### config.mk
export PLATFORM = sky130hd
export DESIGN_NAME = tx_sched
export DESIGN_NICKNAME = d
export VERILOG_FILES = /design/src/rtl/tx_sched_pkg.sv /design/src/rtl/tx_sched_rr_pick3.sv /design/src/rtl/tx_sched.sv
export SDC_FILE = /design/constraint.sdc
export NUM_CORES = 1
export LEC_CHECK = 0
export BUFFER_PORTS_ARGS = -buffer_cell sky130_fd_sc_hd__buf_2
export CAP_MARGIN = 20
export CORE_UTILIZATION = 43
export DETAILED_ROUTE_END_ITERATION = 7
export PLACE_DENSITY = 0.73
export SLEW_MARGIN = 0
export SYNTH_ARGS = -nofsm -noshare
export SYNTH_HDL_FRONTEND = slang
export SYNTH_SLANG_ARGS = --single-unit
### constraint.sdc
create_clock -name clk_24m -period 1.7 [get_ports clk_24m]
set_clock_uncertainty 0.05 [all_clocks]
set_input_delay 0.085 -clock clk_24m [delete_from_list [all_inputs] [get_ports clk_24m]]
set_output_delay 0.085 -clock clk_24m [all_outputs]
set_load 0.1 [all_outputs]
### src/rtl/tx_sched_pkg.sv
// Shared types and constants for the three-channel UART TX scheduler.
// Holds the FSM state enum, channel indices and default burst length.
package tx_sched_pkg;

  typedef enum logic [2:0] {
    IDLE,
    RD,
    FETCH,
    SEND,
    ACK,
    DONE
  } state_t;

  localparam int CH_M2 = 0;
  localparam int CH_M5 = 1;
  localparam int CH_M7 = 2;

  localparam int MAX_BURST_DEF = 4;

  // Pointer after reset: m5 has top priority.
  localparam logic [2:0] PTR_RST = 3'b010;

  // Next channel in round-robin order m5 -> m7 -> m2 -> m5.
  function automatic logic [2:0] rr_next(
    input logic [2:0] g
  );
    return {g[1:0], g[2]};
  endfunction

endpackage

### src/rtl/tx_sched_rr_pick3.sv
// Combinational round-robin picker for three requesters.
// Ports: req (request vector), ptr (one-hot priority), gnt (one-hot grant).
module rr_pick3
  import tx_sched_pkg::*;
(
  input  logic [2:0] req,
  input  logic [2:0] ptr,
  output logic [2:0] gnt
);

  always_comb begin
    gnt = '0;
    unique case (1'b1)
      ptr[CH_M2]: begin
        if (req[0])      gnt = 3'b001;
        else if (req[1]) gnt = 3'b010;
        else if (req[2]) gnt = 3'b100;
      end
      ptr[CH_M5]: begin
        if (req[1])      gnt = 3'b010;
        else if (req[2]) gnt = 3'b100;
        else if (req[0]) gnt = 3'b001;
      end
      ptr[CH_M7]: begin
        if (req[2])      gnt = 3'b100;
        else if (req[0]) gnt = 3'b001;
        else if (req[1]) gnt = 3'b010;
      end
      default: gnt = '0;
    endcase
  end

endmodule

### src/rtl/tx_sched.sv
// Round-robin scheduler sharing one UART TX between the m2/m5/m7 FIFOs.
// Ports: clk_24m, rst, ch_en, mX_empty/mX_data/mX_rden, tx_idle, tx_data,
// tx_start, grant, busy; TX_SCHED_STAT_EN adds stat_clr and cnt_m2/m5/m7.
module tx_sched
  import tx_sched_pkg::*;
#(
  parameter int MAX_BURST = MAX_BURST_DEF,
  parameter int DW        = 8
) (
  input  logic          clk_24m,
  input  logic          rst,
  input  logic [2:0]    ch_en,
  input  logic          m2_empty,
  input  logic          m5_empty,
  input  logic          m7_empty,
  input  logic [DW-1:0] m2_data,
  input  logic [DW-1:0] m5_data,
  input  logic [DW-1:0] m7_data,
  output logic          m2_rden,
  output logic          m5_rden,
  output logic          m7_rden,
  input  logic          tx_idle,
  output logic [DW-1:0] tx_data,
  output logic          tx_start,
  output logic [2:0]    grant,
  output logic          busy
`ifdef TX_SCHED_STAT_EN
  ,
  input  logic          stat_clr,
  output logic [15:0]   cnt_m2,
  output logic [15:0]   cnt_m5,
  output logic [15:0]   cnt_m7
`endif
);

  state_t        state, state_n;
  logic [2:0]    ptr, ptr_n;
  logic [2:0]    grant_n;
  logic [2:0]    rden_q, rden_n;
  logic [3:0]    burst_cnt, burst_n;
  logic [DW-1:0] tx_data_n;
  logic          tx_start_n;
  logic [2:0]    req;
  logic [2:0]    pick;
  logic [DW-1:0] rd_data;

  assign req = ch_en & ~{m7_empty, m5_empty, m2_empty};

  assign m2_rden = rden_q[CH_M2];
  assign m5_rden = rden_q[CH_M5];
  assign m7_rden = rden_q[CH_M7];

  rr_pick3 u_pick (
    .req (req),
    .ptr (ptr),
    .gnt (pick)
  );

  always_comb begin
    rd_data = '0;
    unique case (1'b1)
      grant[CH_M2]: rd_data = m2_data;
      grant[CH_M5]: rd_data = m5_data;
      grant[CH_M7]: rd_data = m7_data;
      default:      rd_data = '0;
    endcase
  end

  always_comb begin
    state_n    = state;
    ptr_n      = ptr;
    grant_n    = grant;
    burst_n    = burst_cnt;
    rden_n     = '0;
    tx_start_n = 1'b0;
    tx_data_n  = tx_data;
    unique case (state)
      IDLE: begin
        if (|req) begin
          state_n = RD;
          grant_n = pick;
          burst_n = '0;
          rden_n  = pick;
        end
      end
      RD: state_n = FETCH;
      FETCH: begin
        // Start decided here so the pulse lands with the fresh byte.
        tx_data_n  = rd_data;
        tx_start_n = tx_idle;
        state_n    = SEND;
      end
      SEND: begin
        if (tx_start)     state_n = ACK;
        else if (tx_idle) tx_start_n = 1'b1;
      end
      ACK: begin
        if (!tx_idle) state_n = DONE;
      end
      DONE: begin
        if (tx_idle) begin
          burst_n = burst_cnt + 4'd1;
          if (burst_n < 4'(MAX_BURST) && |(req & grant)) begin
            state_n = RD;
            rden_n  = grant;
          end else begin
            state_n = IDLE;
            grant_n = '0;
            ptr_n   = rr_next(grant);
          end
        end
      end
      default: state_n = IDLE;
    endcase
  end

  always_ff @(posedge clk_24m) begin
    if (rst) begin
      state     <= IDLE;
      ptr       <= PTR_RST;
      grant     <= '0;
      burst_cnt <= '0;
      rden_q    <= '0;
      tx_start  <= 1'b0;
      tx_data   <= '0;
      busy      <= 1'b0;
    end else begin
      state     <= state_n;
      ptr       <= ptr_n;
      grant     <= grant_n;
      burst_cnt <= burst_n;
      rden_q    <= rden_n;
      tx_start  <= tx_start_n;
      tx_data   <= tx_data_n;
      busy      <= (state_n != IDLE);
    end
  end

`ifdef TX_SCHED_STAT_EN
  always_ff @(posedge clk_24m) begin
    if (rst || stat_clr) begin
      cnt_m2 <= '0;
      cnt_m5 <= '0;
      cnt_m7 <= '0;
    end else if (tx_start) begin
      if (grant[CH_M2]) cnt_m2 <= cnt_m2 + 16'd1;
      if (grant[CH_M5]) cnt_m5 <= cnt_m5 + 16'd1;
      if (grant[CH_M7]) cnt_m7 <= cnt_m7 + 16'd1;
    end
  end
`endif

endmodule
# Yosys cells after proc, flatten, opt, wreduce, memory -nomap -nowiden

Index checks and enable logic that the tools add are counted.

Logic and storage cells: 59
Bits of input ports: 33
Register bits: 26
Output and inout bits: 16

Reduce and logical (&&, ||, !) cells: 8
$lt $le $gt $ge: 1
Bitwise logic cells: 4
Equal/unequal tests: 7
$add $sub $neg: 1
Muxes and demuxes: 30

Operators with widths:

| kind                  | number |
|---|---|
| $mux W3               | 16 |
| $pmux W8 S3           | 1 |
| $pmux W3 S6           | 1 |
| $pmux W3 S2           | 2 |
| $pmux W3 S3           | 1 |
| $mux W4               | 2 |
| $pmux W4 S2           | 1 |
| $and A3 B3 Y3         | 2 |
| $eq A3 B2 Y1 const B  | 2 |
| $eq A3 B3 Y1 const B  | 2 |
| $reduce_and A3 Y1     | 2 |
| $reduce_or A3 Y1      | 2 |
| $add A4 B1 Y4 const B | 1 |
| $lt A4 B3 Y1 const B  | 1 |
| $mux W1               | 4 |
| $ne A2 B2 Y1 const B  | 2 |
| $eq A3 B1 Y1 const B  | 1 |
| $logic_not A3 Y1      | 1 |
| $not A3 Y3            | 1 |
| $reduce_bool A3 Y1    | 1 |
| $mux W2               | 1 |
| $pmux W1 S2           | 1 |
| $reduce_bool A2 Y1    | 1 |
| $logic_and A1 B1 Y1   | 1 |
| $not A1 Y1            | 1 |

# Depth between registers and ports, before layout

Gate-level depths: netlist of the first run.

Word-level depth: 9
Mapped depth: 7
Gate-level depth less buffers: 6

# By module

A second synthesis of the first run with hierarchy kept.

Cell total of the unflattened synthesis: 157
Area total of the unflattened synthesis: 1390.1 µm²

By module, submodules not included:

| module   | cells each | times used | area an instance (µm²) | sequential area each (µm²) |
|---|---|---|---|---|
| tx_sched | 148        | 1          | 1322.5                 | 520.5 |
| rr_pick3 | 9          | 1          | 67.6                   | 0.0 |

# Worst setup path after synthesis of the first run

OpenSTA, ideal clock, no wires.

Kind: register to register
From: register grant[2]
To: register grant[1]
Arrival: 1.910 ns
Path slack: -0.330 ns
Buffers on the path: 1
Library setup time: 0.071 ns
Cell stages (with the launch flop): 7
Data required time: 1.579 ns
Period minus slack after synthesis: 2.030 ns
Cell sequence: dfxtp_1 and3b_1 a221o_1 and3b_1 clkbuf_1 o21ai_0 a21oi_1

Word-level cells in the longest chain between the ends: 6

Ends and longest elaborated chain:

| item                   | RTL line        | RTL |
|---|---|---|
| from (decl)            | tx_sched.sv:25  | `output logic [2:0] grant,` |
| from (signal assigned) | tx_sched.sv:130 | `grant <= grant_n;` |
| $and A3 B3 Y3          | tx_sched.sv:103 | `if (burst_n < 4'(MAX_BURST) && \|(req & grant)) begin` |
| $reduce_or A3 Y1       | tx_sched.sv:103 |  |
| $logic_and A1 B1 Y1    | tx_sched.sv:103 |  |
| $mux W3 (2 in series)  | --              |  |
| $pmux W3 S2            | --              |  |

Every way passes these cells. The select of a mux whose other input is x is not followed.
A chain may end at the register's enable or synchronous reset.

# Worst setup path in the final report of the first run

From: register burst_cnt[0]
To: register ptr[0]

Word-level cells in the longest chain between the ends: 5

Ends and longest elaborated chain:

| item                               | RTL line        | RTL |
|---|---|---|
| from (decl)                        | tx_sched.sv:40  | `logic [3:0] burst_cnt, burst_n;` |
| from (signal assigned)             | tx_sched.sv:131 | `burst_cnt <= burst_n;` |
| $add A4 B1 Y4                      | tx_sched.sv:102 | `burst_n = burst_cnt + 4'd1;` |
| $lt A4 B3 Y1                       | tx_sched.sv:103 |  |
| $logic_and A1 B1 Y1                | tx_sched.sv:103 |  |
| $not A1 Y1 (no source line)        | --              |  |
| $reduce_and A3 Y1 (no source line) | --              |  |
| to (signal assigned)               | tx_sched.sv:129 | `ptr <= ptr_n;` |
| to (decl)                          | tx_sched.sv:37  | `logic [2:0] ptr, ptr_n;` |

Every way passes these cells.

==> results of run 1 <==
-- worst max-delay path, delay by kind of cell (launching register included) --
kind / cells / cell delay, ps
AOI/OAI and AO/OA: 2 / 360
buffers and inverters: 1 / 150
adders and majority gates: 1 / 210
muxes: 1 / 180
DFF: 1 / 400
and+or+nand+nor: 2 / 110
-- routing by layer --
metal | vias to the layer above | share of wire | routed length [µm]
met5 | - | 0 | 0
met4 | 0 | 0.0052 | 16
met3 | 2 | 0.049 | 152
met2 | 41 | 0.46 | 1410
met1 | 607 | 0.49 | 1500
li1 | 666 | - | -
-- where the power goes --
part	switching, mW	internal [mW]
Clock	0.174	0.131
Combinational	0.183	0.0921
Sequential	0.0183	0.624
Total	0.375	0.846
-- cells by family after synthesis --
| kind of cell | after synthesis | share of synthesized area |
|---|---|---|
| flops | 26 | 0.414 |
| buf+inv | 9 | 0.0388 |
| mux | 2 | 0.0159 |
| fa+ha+maj | 1 | 0.00995 |
| compound gates | 47 | 0.252 |
| simple gates | 69 | 0.270 |
-- metrics by stage --
stage	power [mW]	cell area [µm²]	setup WS (ps)	hold slack [ps]
finish	1.22	1600	128	42.8
global route	1.28	1600	2.74	38.9
CTS	1.23	1580	41.9	38.3
detailed placement	0.926	1550	71.8	377
global placement	0.922	1550	130	374
floorplan	0.842	1260	71.1	119
-- flip-flops by register name, indices dropped and copies added, names as in the netlist --
signal and cells:
rden_q 3, grant 3, busy 1, burst_cnt 4
ptr 3, state 3, tx_start 1, tx_data 8
-- placed cells by master (no fill, tap or decap), types with 2 or more instances in the layout --
cell type / count
nand2_1: 4
nand3_1: 8
a22oi_1: 2
mux2i_1: 2
dfxtp_2: 5
a221o_1: 2
o21ai_0: 8
buf_4: 7
and2_1: 2
clkbuf_4: 3
dfxtp_1: 18
a222oi_1: 8
nor2_1: 31
nor2b_1: 4
nor3_1: 7
buf_2: 48
a21oi_1: 19
nand2b_1: 3
dfxtp_4: 3
-- worst paths after layout --
check / to / cells past startpoint
min reg2reg: tx_data[7] / 2
max reg2reg: ptr[0] / 7
min: rden_q[1] / 3
max: ptr[0] / 7
-- layout make-up --
class	count	area (µm²)	share of cell area
multi-input combinational	119	697	0.435
sequential	26	538	0.336
timing repair buffer	55	293	0.183
tap	31	38.8	0.0242
clock buffer	4	36.3	0.0226
-- timing repair --
action | CTS | global route
gates resized for setup | 0 | 8
endpoints found under the setup margin | 0 | 12
hold buffers | 0 | 0
==> results by group, run 1 <==
Outcome
  • Status: finished clean

Power
  • LEAKAGE: 0.705 nW
  • Peak VDD IR: 0.000602 V
  • Power Density: 762 nW/µm²

Routing
  • Drt first-iter violations: 82
  • DRT Wirelength: 3080 µm
  • Vias per cell: 5.60
  • Pre-antenna DRT Iters: 5
  • Vias post-DR: 1316
  • Drt drc: 0
  • WL per Instance: 13.1 µm
  • Routed Antenna Nets: 0

STA
  • Max-slew violation count: 0
  • F_max: 0.636 GHz
  • Tcrit/Tclk final: 0.925
  • Rel. slew slack: 0.671
  • Worst slew pin tran: 496 ps
  • Setup TNS: 0 ps
  • RSZ-0062 raised after global routing: false
  • Count of final setup violators: 0
  • Final Hold Fails: 0
  • Min Tclk post-route: 1570 ps

Clock network
  • CTS Sinks: 26
  • CTS tree: done
  • Reg clk slew, reported paths: 140 ps
  • Clk_lat worst skew: 310 ps
  • CTS Root Cell: clkbuf_4
  • CTS HTree Levels: 1
  • Clock Path Buffers: 2
  • Postcts setup bufs: 0
  • TritonCTS Buffers: 3

Yosys
  • Mean Syn Cell Area: 8.17 µm²
  • Most instantiated library cell after synthesis: nor2_1
  • Synth area leaders: dfxtp_1 41%, nor2_1 9.3%, a21oi_1 7.6%, a222oi_1 6.4%, nand3_1 3.2%
  • Syn Std Cell Area: 1260 µm²
  • Synth Flop Type: dfxtp_1
  • Syn Inst Count: 154
  • Yosys top cell area share: 0.414
  • Synthesis warning total: 0
  • Async set-reset flop share out of synthesis: 0
  • Synth area leader: dfxtp_1
  • Net Count, Synth: 188
  • Post-synth EDFFs: 0
  • List of most frequent post-synthesis cells: 31 x nor2_1, 26 x dfxtp_1, 19 x a21oi_1
  • Post-synthesis cell type count: 34
  • Seq/Total Area, Yosys: 0.414
  • Seq cells post-synth: 26

Cells and area
  • P&R area growth vs syn: 27.5%
  • # diodes: 0
  • NumNets Final: 239
  • Layout cell share with drive strength beyond 1: 0.348
  • Fillers: 251
  • Post-route insts no fill: 235
  • Final core occ: 0.581

GRT
  • Met3 usage: 0.0256
  • Number of global-route vias before repair: 1175
  • Met1 global-route usage: 0.260
  • GR Overflow Total: 0
  • Largest net degree at the start of global routing: 25
  • Busiest grt layer: met2
  • Total track usage: 0.192
  • Antenna violations before repair: 0
  • First-pass GRT wire length: 5010 µm
  • Met2 usage: 0.328

Setup path
  • Critical path cell sequence: ha_1 -> nor3_1 -> a41o_1 -> a21oi_1 -> buf_4 -> mux2i_1 -> nor2_1
  • Critical Path AT: 1730 ps
  • Reg2reg start: burst_cnt[0]
  • Crit. End Element: flop
  • Critical path origin: burst_cnt[0]
  • Largest fanout on the critical path: 6
  • R2R Setup Slk: 130 ps
  • Required time of the critical path: 1850 ps
  • Slowest CP cell: dfxtp_4
  • Max incr delay on CP: 400 ps
  • Crit path kind: reg2reg
  • Startpoint class of the critical path: flop

Die
  • I/O Pins: 49
  • Row count: 19
  • Die width: 56.1 µm
  • Initial Util: 0.456
  • Die area: 3140 µm²
  • Die height: 56.1 µm
  • Core area: 2760 µm²

Placement
  • IO Port Bufs: 48
  • DP Wirelength: 2320 µm
  • Cells after DPL: 231
  • GPL Wtd Cong: 0.799

Min path
  • Hold_sp: tx_idle
  • Hold Path Class: in2reg

Job
  • Max-Cap Viols: 0
(Power assumes the default switching activity.)
==> run 2, diff against run 1 <==
--- a/config.mk
+++ b/config.mk
@@ -10,6 +10,7 @@
 export CORE_UTILIZATION = 43
 export DETAILED_ROUTE_END_ITERATION = 7
 export PLACE_DENSITY = 0.73
+export REMOVE_ABC_BUFFERS = 1
 export SLEW_MARGIN = 0
 export SYNTH_ARGS = -nofsm -noshare
 export SYNTH_HDL_FRONTEND = slang
==> results by group, run 2 (same netlist as run 1, synthesis figures left out) <==
Clock network
  • CTS Root Cell: clkbuf_4 (unchanged)
  • Clock Path Buffers: 2 (unchanged)
  • Reg clk slew, reported paths: 150 ps (was 140 ps)
  • CTS tree: done (unchanged)
  • TritonCTS Buffers: 3 (unchanged)
  • CTS Sinks: 26 (unchanged)
  • CTS HTree Levels: 1 (unchanged)
  • Clk_lat worst skew: 330 ps (was 310 ps)

Routing
  • Routed Antenna Nets: 0 (unchanged)
  • Pre-antenna DRT Iters: 5 (unchanged)
  • Vias per cell: 5.71 (was 5.60)
  • WL met3: 189 µm (was 152 µm)
  • WL met1: 1360 µm (was 1500 µm)
  • DRT Wirelength: 3370 µm (was 3080 µm)
  • Drt first-iter violations: 76 (was 82)
  • Met2 routed WL: 1740 µm (was 1410 µm)
  • Top routing layer in use: met4 (unchanged)
  • Vias post-DR: 1360 (was 1316)
  • WL per Instance: 14.2 µm (was 13.1 µm)
  • Drt drc: 0 (unchanged)

Cells and area
  • Largest regs: tx_data (8), burst_cnt (4) (unchanged)
  • NumNets Final: 242 (was 239)
  • # diodes: 0 (unchanged)
  • Fillers: 261 (was 251)
  • P&R area growth vs syn: 29.6% (was 27.5%)
  • Commonest non-fill, non-tap cell in the layout: buf_2 (unchanged)
  • Final core occ: 0.591 (was 0.581)
  • Max reg flops: 8 (unchanged)
  • Register with the most flip-flops: tx_data (unchanged)
  • Layout cell share with drive strength beyond 1: 0.338 (was 0.348)
  • Most frequent cells in the layout: 48 x buf_2, 31 x nor2_1, 23 x dfxtp_1, 18 x a21oi_1, 9 x buf_4 (was 48 x buf_2, 31 x nor2_1, 19 x a21oi_1, 18 x dfxtp_1)

Power
  • P_sw: 0.397 mW (was 0.375 mW)
  • Power consumption: 1.36 mW (was 1.22 mW)
  • Combinational share of power: 0.211 (was 0.225)
  • Net Sw Frac: 0.292 (was 0.307)
  • Power Density: 834 nW/µm² (was 762 nW/µm²)
  • Sequential Power Share: 0.469 (was 0.526)
  • Clock share of power: 0.320 (was 0.249)
  • LEAKAGE: 0.718 nW (was 0.705 nW)
  • Pint: 0.962 mW (was 0.846 mW)
  • Peak VDD IR: 0.000705 V (was 0.000602 V)

STA
  • Max-slew violation count: 0 (unchanged)
  • Tcrit/Tclk final: 0.944 (was 0.925)
  • Worst slew pin tran: 494 ps (was 496 ps)
  • Setup TNS: 0 ps (unchanged)
  • Count of final setup violators: 0 (unchanged)
  • F_max: 0.623 GHz (was 0.636 GHz)
  • RSZ-0062 raised after global routing: false (unchanged)
  • Final Hold Fails: 0 (unchanged)
  • Rel. slew slack: 0.673 (was 0.671)
  • Min Tclk post-route: 1610 ps (was 1570 ps)

Die
  • Die width: 56.1 µm (unchanged)
  • Die area: 3140 µm² (unchanged)
  • Core area: 2760 µm² (unchanged)
  • Row count: 19 (unchanged)
  • Die height: 56.1 µm (unchanged)
  • Initial Util: 0.456 (unchanged)
  • I/O Pins: 49 (unchanged)

GRT
  • First-pass GRT wire length: 5510 µm (was 5010 µm)
  • Antenna violations before repair: 0 (unchanged)
  • Total track usage: 0.219 (was 0.192)
  • Number of global-route vias before repair: 1292 (was 1175)
  • GR Overflow Total: 0 (unchanged)
  • Largest net degree at the start of global routing: 25 (unchanged)

Setup path
  • Largest fanout on the critical path: 6 (unchanged)
  • Startpoint class of the critical path: flop (unchanged)
  • Required time of the critical path: 1880 ps (was 1850 ps)
  • Buf/Inv on CP: 0 (was 1)
  • Critical path cell sequence: ha_2 -> nor3_1 -> a41o_1 -> a21oi_2 -> mux2i_1 -> nor2_1 (was ha_1 -> nor3_1 -> a41o_1 -> a21oi_1 -> buf_4 -> mux2i_1 -> nor2_1)
  • Crit path kind: reg2reg (unchanged)
  • Crit. End Element: flop (unchanged)
  • Critical Path AT: 1780 ps (was 1730 ps)
  • Crit path max-delay family: compound AO/OA/AOI/OAI gates (was flip-flops)
  • Max incr delay on CP: 400 ps (about the same)
  • Slowest CP cell: dfxtp_2 (was dfxtp_4)

Placement
  • DP Wirelength: 2410 µm (was 2320 µm)
  • IO Port Bufs: 48 (unchanged)
  • GPL Wtd Cong: 0.803 (was 0.799)

Min path
  • Hold Path Class: in2reg (unchanged)

Outcome
  • Status: finished clean (unchanged)

Job
  • Max-Cap Viols: 0 (unchanged)
==> run 2: cell type report <==
class / instances / area (µm²) / area share
Clock buffer: 3 / 22.5 / 0.0138
Clock inverter: 1 / 30.0 / 0.0184
Multi-Input combinational cell: 119 / 696 / 0.427
Sequential cell: 26 / 524 / 0.322
Tap cell: 31 / 38.8 / 0.0238
Timing Repair Buffer: 58 / 318 / 0.195
==> run 2: final timing paths <==
check	from	endpoint	slack, ps	depth (start not counted)
setup / recovery	burst_cnt[0]	ptr[0]	90	6
hold / removal	m2_empty	rden_q[0]	40	4
setup reg to reg	burst_cnt[0]	ptr[0]	90	6
hold reg to reg	tx_data[1]	tx_data[1]	450	2
==> run 2: power by group through the flow <==
stage	clock (mW)	sequential (mW)	combinational [mW]
after floorplan	0	0.746	0.0803
after global placement	0	0.650	0.278
after detailed placement	0	0.650	0.282
after CTS	0.438	0.637	0.283
after global routing	0.470	0.640	0.306
final	0.435	0.637	0.287
==> run 2: repair_timing <==
item	in CTS	in global routing
pin swaps	0	0
hold buffers	0	1
setup endpoints to repair	3	12
resized for setup	1	6
cloned	0	0
setup buffers	0	0
hold endpoints to repair	0	1
==> run 2: metal layers <==
layer  vias to the layer above  global-route usage
li1                        670                   -
met2                        48               0.386
met5                         -                   0
met1                       633               0.254
met4                         0               0.111
met3                         9              0.0372
==> run 2: worst reg2reg max path, cell delays in order (launching register included) <==
cell	delay, ps
dfxtp_2	400
ha_2	220
nor3_1	50
a41o_1	230
a21oi_2	230
mux2i_1	260
nor2_1	60
==> run 2: stage by stage <==
step | instance area (µm²) | hold WS (ps) | instances | setup WS, ps
6_report | 1630 | 40.0 | 238 | 94.6
5_1_grt | 1630 | 42.2 | 238 | 17.5
4_1_cts | 1610 | 3.34 | 237 | 34.3
3_5_place_dp | 1560 | 372 | 233 | -47.1
3_3_place_gp | 1560 | 372 | 233 | 90.9
2_1_floorplan | 1210 | 104 | 145 | -422
